## config.mk

```make
export PLATFORM = sky130hd
export DESIGN_NAME = pipeline_ctrl
export DESIGN_NICKNAME = d
export VERILOG_FILES = /design/src/rtl/pipeline_ctrl.sv
export SDC_FILE = /design/constraint.sdc
export NUM_CORES = 1
export LEC_CHECK = 0
export CAP_MARGIN = 10
export CORE_ASPECT_RATIO = 1.2
export CORE_UTILIZATION = 35
export CTS_CLUSTER_DIAMETER = 30
export DETAILED_ROUTE_END_ITERATION = 6
export SLEW_MARGIN = 30
export SYNTH_ARGS = -nofsm -noshare
export SYNTH_HDL_FRONTEND = slang
export SYNTH_SLANG_ARGS = --single-unit
```

## constraint.sdc

```tcl
create_clock -name clock -period 2.7 [get_ports clock]
set_input_delay 0.81 -clock clock [delete_from_list [all_inputs] [get_ports clock]]
set_output_delay 0.81 -clock clock [all_outputs]
set_load 0.005 [all_outputs]
```

## src/rtl/pipeline_ctrl.sv

```systemverilog
// pipeline_ctrl: hazard/stall controller producing pause and bubble controls for a five-stage pipeline,
// with a memory-wait watchdog and a saturating stall-cycle counter.
module pipeline_ctrl #(
    parameter int CNT_W       = 32,
    parameter int MEM_TIMEOUT = 255,
    parameter int TO_W        = 8
) (
    input  logic             clock,
    input  logic             reset_n,
    input  logic [4:0]       id_rs1,
    input  logic [4:0]       id_rs2,
    input  logic             id_rs1_used,
    input  logic             id_rs2_used,
    input  logic [4:0]       ex_rd,
    input  logic             ex_is_load,
    input  logic             branch_taken,
    input  logic             mem_req,
    input  logic             mem_ready,
    input  logic             muldiv_start,
    input  logic             muldiv_done,
    output logic             pc_pause,
    output logic             if_id_pause,
    output logic             if_id_bubble,
    output logic             id_ex_pause,
    output logic             id_ex_bubble,
    output logic             ex_mem_pause,
    output logic             ex_mem_bubble,
    output logic             mem_wb_pause,
    output logic             mem_wb_bubble,
    output logic             mem_timeout,
    output logic [CNT_W-1:0] stall_cycles
);
    typedef enum logic [1:0] {RUN, MEM_WAIT, MD_BUSY} state_t;

    localparam logic [TO_W-1:0] WD_LAST = TO_W'(MEM_TIMEOUT - 1);
    localparam logic [TO_W-1:0] WD_MAX  = TO_W'(MEM_TIMEOUT);

    state_t          state;
    logic            md_pend;
    logic            md_done_l;
    logic [TO_W-1:0] wd;

    logic mem_stall, md_fin, md_busy, md_stall, lu_hazard, rst;
    logic r_mem, r_md, r_br, r_lu;

    assign rst       = ~reset_n;
    assign mem_stall = mem_req & ~mem_ready;
    // a done seen during a memory stall is held until the stall releases
    assign md_fin    = muldiv_done | md_done_l;
    assign md_busy   = (state == MD_BUSY | md_pend) & ~md_fin;
    assign md_stall  = muldiv_start | md_busy;
    assign lu_hazard = ex_is_load & (ex_rd != 5'd0) &
                       ((id_rs1_used & (id_rs1 == ex_rd)) | (id_rs2_used & (id_rs2 == ex_rd)));

    assign r_mem = mem_stall;
    assign r_md  = ~mem_stall & md_stall;
    assign r_br  = ~mem_stall & ~md_stall & branch_taken;
    assign r_lu  = ~mem_stall & ~md_stall & ~branch_taken & lu_hazard;

    assign pc_pause      = rst | r_mem | r_md | r_lu;
    assign if_id_pause   = ~rst & (r_mem | r_md | r_lu);
    assign if_id_bubble  = rst | r_br;
    assign id_ex_pause   = ~rst & (r_mem | r_md);
    assign id_ex_bubble  = rst | r_br | r_lu;
    assign ex_mem_pause  = ~rst & r_mem;
    assign ex_mem_bubble = rst | r_md;
    assign mem_wb_pause  = 1'b0;
    assign mem_wb_bubble = rst | r_mem;

    always_ff @(posedge clock or negedge reset_n) begin
        if (!reset_n) begin
            state        <= RUN;
            md_pend      <= 1'b0;
            md_done_l    <= 1'b0;
            wd           <= '0;
            mem_timeout  <= 1'b0;
            stall_cycles <= '0;
        end else begin
            wd        <= ~mem_stall ? '0 : (wd == WD_MAX) ? wd : wd + 1'b1;
            md_done_l <= mem_stall & (md_done_l | (muldiv_done & (state == MD_BUSY | md_pend)));
            if (mem_stall && wd == WD_LAST)
                mem_timeout <= 1'b1;
            if (pc_pause && ~&stall_cycles)
                stall_cycles <= stall_cycles + 1'b1;
            case (state)
                RUN: begin
                    if (mem_stall) begin
                        state   <= MEM_WAIT;
                        md_pend <= muldiv_start;
                    end else if (muldiv_start) begin
                        state <= MD_BUSY;
                    end
                end
                MEM_WAIT: begin
                    if (mem_stall) begin
                        md_pend <= md_pend | muldiv_start;
                    end else begin
                        state   <= (md_busy | muldiv_start) ? MD_BUSY : RUN;
                        md_pend <= 1'b0;
                    end
                end
                MD_BUSY: begin
                    if (~mem_stall & md_fin)
                        state <= RUN;
                end
                default: state <= RUN;
            endcase
        end
    end
endmodule

```

==> results.toml, run 1 <==
[worst_setup_path]
required_ns = 1.89
worst-endpoint-arrival_ns = 1.95
cp_slowest_cell = "or4_4"
crit_family = "simple AND/OR/NAND/NOR gates"
path_cells = "buf_8 -> or4_4 -> nor2_4 -> nor3b_4 -> a21oi_4 -> inv_1 -> buf_2"
crit_path_start_kind = "input pin"
slowest_delay_ns = 0.54
critPathBufInv = 3
cp_max_fo = 2
crit_type = "in -> out"
end_kind = "output port"

[final_layout]
drive_gt1_share_pct = 19.1
multi_input_area_um2 = 1380
nFillCells = 663
syn2layout_area_growth_pct = 41.6
diodes = 0
nNetsFinal = 363
regArea_um2 = 1130

[clock_tree]
clock_latency_ns = 0.29
cts_tree = "built"
cts.clk_slew.worst_paths_ns = 0.08
clockBufferDepth = 2
ctsRootBufferMaster = "clkbuf_8"
clock_sinks = 45
h-tree-depth = 2
ctsHoldBuffers = 0
cts_buffers = 5

[placement]
place_ws_ns = -0.786
hpwl_mm = 4.14
gp_congestion = 0.762
port_buffers = 65

[logic_synthesis]
avgSynthCellArea_um2 = 9.91
synth.most_common_cell = "dfrtp_1"
seq_area_frac_synth_pct = 45.5
synth_cell_types = 46
post-synth-top-area-fraction_pct = 45.5
synthTopCellsByCount = "45 x dfrtp_1, 30 x xor2_1, 24 x nand2_1, 22 x nor2_1, 15 x xnor2_1"
netlist_area_um2 = 2480
yosys_warnings = 0
yosysTopAreaCell = "dfrtp_1"
synth-seq-cells = 45
synth_cells = 250
yosys-top-cells-area = "dfrtp_1 45%, xor2_1 11%, xnor2_1 5.3%"
synth_top_flop_cell = "dfrtp_1"
synth-edff-count = 0
ys_async_sr_fraction_pct = 100
synth_nets = 278

[sta]
finalSetupViolCount = 2
fmax_mhz = 362
fin_ws_ns = -0.0644
maxSlewViolCount = 0
rsz0062_at_grt = "true"
post-route-period-util_pct = 102
tns_ns = -0.107
layout_min_cycle_time_ns = 2.76
clock_skew_ns = 0.00792
hold_viol = 0

[routing]
via_per_inst = 5.04
drtAntennaViolNets = 0
wire_per_inst_um = 14.2
drtIter0Drc = 48
dr_total_vias = 2125
drc = 0
totalWireLength_mm = 6.01
first_pass_iters = 4

[power_and_ir_drop]
irDropWorstVdd_mv = 0.315
cellPowerDensity_nw_per_um2 = 631
p_leak_nw = 1.43

[floorplanning]
row_count = 33
die_h_um = 94.2
die_w_um = 78.8
ioPinCount = 67
core_area_um2 = 6850
die-area_um2 = 7420
initial_core_util_pct = 36.1

[run_status]
failed_checks = "setup timing"
run_status = "complete, but fails checks"

[grt]
overflow = 0
grt_pass1_wl_mm = 9.96
grt_max_degree = 33
grt.total_usage_pct = 16.9
grt_pass1_vias = 2103
antenna_found_initial = 0

[job]
drv_cap = 0

[worst_hold_path]
min_path_type = "reg -> reg"
## worst register-to-register path, cell delays in order, from the launching register on
cell and delay [ns]:
dfrtp_1 0.42, ha_1 0.19, nand2_1 0.07, nor2_1 0.29, nand3_1 0.29, a211o_1 0.32, nor4_1 0.27, xor2_1 0.17
## state kept, by name (all words and copies together), names as in the netlist
name / cells
md_done_l: 1
state: 2
wd: 8
stall_cycles: 32
mem_timeout: 1
md_pend: 1
## area by class of cell
cell class              instances  area share [%]
inverters                       7           0.749
repair buffers                 84            21.7
flip-flops and latches         45            32.1
multi-input cells             192            39.4
well taps                      87            3.10
clock buffers                   5            1.96
clock inverters                 2           0.999
## repair_timing
action,CTS,global route
hold endpoints to repair,0,0
endpoints found under the setup margin,9,7
pin swaps,24,16
setup buffers,3,2
resized for setup,69,20
gates cloned,0,0
## worst paths after layout
path | start | endpoint | slack [ns] | cells after the start
hold / removal | state[1] | state[0] | 0.44 | 1
hold reg to reg | state[1] | state[0] | 0.44 | 1
setup reg to reg | stall_cycles[0] | stall_cycles[28] | 0.62 | 7
min in group asynchronous | reset_n | wd[6] | 0.55 | 2
setup / recovery | ex_rd[4] | pc_pause | -0.06 | 7
max in group asynchronous | reset_n | stall_cycles[15] | 1.71 | 2
## report_power, final
| group | total (W) | switching (W) | internal, W |
|---|---|---|---|
| clock network | 0.000489 | 0.000219 | 0.000269 |
| logic | 0.000731 | 0.000305 | 0.000426 |
| registers | 0.000993 | 0.000185 | 0.000808 |
## per-layer routing
metal / up-vias / track usage, % / share of wire, %
met2: 52 / 29.8 / 51
met5: - / 0 / 0
met3: 5 / 3.20 / 4.3
li1: 1049 / - / -
met1: 1019 / 20.8 / 43
met4: 0 / 5.09 / 0.92
## logic make-up after synthesis
group                      after synthesis  share of synthesized area [%]
AOI/OAI and AO/OA                       23                           6.67
xor gates and xnor gates                45                           15.9
adders and majority gates                3                           1.52
buffers and inverters                   13                           2.32
DFF                                     45                           45.5
muxes                                    1                          0.455
other                                    1                          0.151
and+or+nand+nor                        119                           27.5
## cell usage in the layout, fill, tap and decap left out, types with 5 or more instances in the layout
cell,n
nor2_1,20
dlygate4sd2_1,10
nand3_1,11
nand4_1,12
nor4_1,8
buf_2,6
inv_1,7
clkdlybuf4s15_1,5
nand2_1,23
buf_4,17
nor3_1,14
clkbuf_8,5
o21ai_0,5
xor2_1,30
xnor2_1,14
clkdlybuf4s50_1,36
dfrtp_1,45
## through the flow
step                      hold slack (ns)  instances  instance area (µm²)  total power (W)  utilization [%]
after floorplan                     0.418        250                 2480          0.00130                -
after CTS                           0.445        420                 3460          0.00222             50.4
after global routing                0.468        422                 3510          0.00236             51.2
after detailed placement            0.433        410                 3310          0.00171             48.2
after global placement              0.430        410                 3310          0.00170             48.2
final                               0.441        422                 3510          0.00221             51.2
No activity file was read; power rests on OpenSTA's default activity.
==> inputs of run 2 (changes only) <==
Settings changed: CAP_MARGIN 10 to 20, RECOVER_POWER set to 25.
==> results of run 2 <==
The final DEF is identical to that of run 1; final timing and power are the same.
==> inputs of run 3 (changes only) <==
Settings changed: ABC_AREA set to 1, SLEW_MARGIN 30 to 20.
==> run 3 against run 2 <==
The run now ends clean. Sequential share of layout area fell by 5.0 points. Final area rose by 18%. Combinational power fell by 23%. Total power fell by 17%. Highest routed layer unchanged. Die area rose by 26%. Critical path depth fell by 2. Global-route usage rose by 2.1 points. Register-to-register slack got worse by 0.03 ns. Sequential power fell by 15%. Largest cell class unchanged. Via count rose by 55%. Clock-buffer cell count did not move.
==> results.toml, run 3 <==
[floorplanning]
ioPinCount = 67
die-area_um2 = 9380
die_w_um = 88.6
row_count = 37
initial_core_util_pct = 36.3
core_area_um2 = 8660
die_h_um = 106

[grt]
grt_pass1_wl_mm = 14.0
grt_pass1_vias = 3116
grt_max_degree = 35
antenna_found_initial = 0
grt.total_usage_pct = 19.0
overflow = 0

[placement]
gp_congestion = 0.920
hpwl_mm = 6.50
place_ws_ns = -0.618
port_buffers = 65

[sta]
tns_ns = 0
maxSlewViolCount = 0
slew_headroom_pct = 12.9
post-route-period-util_pct = 97.9
hold_viol = 0
finalSetupViolCount = 0
layout_min_cycle_time_ns = 2.64
clock_skew_ns = 0.0171
fin_ws_ns = 0.0564
worstMarginPinSlew_ns = 1.31
fmax_mhz = 378

[worst_setup_path]
required_ns = 1.89
worst-endpoint-arrival_ns = 1.83
cp_max_fo = 2
cp_slowest_cell = "clkdlybuf4s50_1"
slowest_delay_ns = 0.46
crit_path_start_kind = "input pin"
end_kind = "output port"
crit_type = "in -> out"
path_cells = "clkdlybuf4s50_1 -> inv_1 -> buf_4 -> o21ai_0 -> dlygate4sd2_1"

[clock_tree]
ctsHoldBuffers = 0
clock_sinks = 45
cts_buffers = 5
ctsRootBufferMaster = "clkbuf_8"
cts_tree = "built"
clock_latency_ns = 0.31
h-tree-depth = 2
cts.clk_slew.worst_paths_ns = 0.10
clockBufferDepth = 2

[logic_synthesis]
synth-simple-area-share_pct = 46.8
synth-compound-area-share_pct = 4.02
yosys-top-cells-area = "dfrtp_1 36%, nand2_1 24%, nor2_1 8.3%"
synth-seq-cells = 45
synth.most_common_cell = "nand2_1"
synth_top_flop_cell = "dfrtp_1"
yosys_warnings = 0
avgSynthCellArea_um2 = 6.38
muxShareOfSynthArea_pct = 0
yosysTopAreaCell = "dfrtp_1"
synth_fa_ha_area_share_pct = 1.19
synth_cell_types = 29
synthTopCellsByCount = "205 x nand2_1, 70 x nor2_1, 45 x dfrtp_1, 45 x inv_1, 42 x nand3_1"
netlist_area_um2 = 3150
post-synth-top-area-fraction_pct = 35.8
ys_async_sr_fraction_pct = 100
synth-edff-count = 0
synth_xor_area_share_pct = 4.45
seq_area_frac_synth_pct = 35.8
synth_cells = 493
synth_top_family_by_area = "simple AND/OR/NAND/NOR gates"
synth_nets = 521

[final_layout]
diodes = 0
fin_util_pct = 48.0
nNetsFinal = 603
largest_register_ffs = 32
drive_gt1_share_pct = 9.90
nFillCells = 932
regMostFlops = "stall_cycles"
final_cell_mix = "203 x nand2_1, 65 x nor2_1, 45 x dfrtp_1"
reg_top3 = "stall_cycles x32, wd x8, state x2"
final_common_cell = "nand2_1"
syn2layout_area_growth_pct = 32.0

[job]
drv_cap = 0

[power_and_ir_drop]
p_leak_nw = 2.01
p_sw_w = 0.000631
irDropWorstVdd_mv = 0.310
cellPowerDensity_nw_per_um2 = 444
pwr-share-clk_pct = 23.8
sw_frac_of_total_pct = 34.2
seqPwrFrac_pct = 45.6
p_int_w = 0.00121
pwr-share-comb_pct = 30.6

[routing]
drtAntennaViolNets = 0
via_per_inst = 4.74
drc = 0
drtIter0Drc = 137
totalWireLength_mm = 8.58
dr_total_vias = 3287
wire_per_inst_um = 12.4
first_pass_iters = 4

[worst_hold_path]
min_path_type = "reg -> reg"

[run_status]
run_status = "finished clean"
## run 3: metal layers
layer / global-route usage [%] / vias up / part of all wire, %
li1: - / 1702 / -
met1: 22.0 / 1491 / 43
met2: 34.7 / 76 / 50
met3: 3.21 / 18 / 4.2
met4: 5.76 / 0 / 2.3
met5: 0 / - / 0
## run 3: per-stage QoR
| stage | std cells | area [µm²] | hold WS [ns] | total power [W] |
|---|---|---|---|---|
| 6_report | 693 | 4150 | 0.489 | 0.00184 |
| 5_1_grt | 693 | 4150 | 0.502 | 0.00197 |
| 4_1_cts | 692 | 4140 | 0.494 | 0.00186 |
| 3_5_place_dp | 681 | 4030 | 0.466 | 0.00141 |
| 3_3_place_gp | 681 | 4030 | 0.460 | 0.00140 |
| 2_1_floorplan | 493 | 3150 | 0.465 | 0.00112 |
## run 3: cell families after synthesis
logic type,after synthesis
fa+ha+maj,3
compound gates,23
xor+xnor,16
other cells,1
flops,45
simple gates,349
buf+inv,56
## run 3: final cells by class
type | instances | area, µm² | share of cell area (%)
multi-input combinational | 392 | 1830 | 44.0
sequential | 45 | 1130 | 27.1
clock buffer | 5 | 68.8 | 1.66
timing repair buffer | 85 | 790 | 19.0
inverter | 46 | 173 | 4.16
tap | 117 | 146 | 3.52
clock inverter | 3 | 21.3 | 0.512
## run 3: power groups by stage
| stage | Combinational [W] | Clock (W) | Sequential [W] |
|---|---|---|---|
| after CTS | 0.000562 | 0.000458 | 0.000841 |
| after global routing | 0.000629 | 0.000486 | 0.000854 |
| final | 0.000564 | 0.000439 | 0.000840 |
| after global placement | 0.000551 | 0 | 0.000853 |
| after floorplan | 0.000282 | 0 | 0.000838 |
| after detailed placement | 0.000557 | 0 | 0.000853 |
## run 3: final timing paths
check | depth (start not counted) | slack, ns | start | end
worst max-delay path | 5 | 0.06 | branch_taken | if_id_bubble
worst min-delay path | 1 | 0.49 | mem_timeout | mem_timeout
worst max register to register | 12 | 0.59 | stall_cycles[0] | stall_cycles[14]
worst min register to register | 1 | 0.49 | mem_timeout | mem_timeout
max in group asynchronous | 2 | 0.84 | reset_n | stall_cycles[29]
min in group asynchronous | 2 | 1.02 | reset_n | md_done_l
## run 3: worst max-delay path, delay by kind of cell
| kind | cells | cell delay (ns) |
|---|---|---|
| buffers and inverters | 4 | 0.90 |
| AO/OA/AOI/OAI | 1 | 0.13 |
## run 3: what timing repair did
item                                    4_1_cts  5_1_grt
endpoints found under the setup margin        8        5
pin swaps                                    17        9
buffers inserted                              3        1
gates resized for setup                      53       18
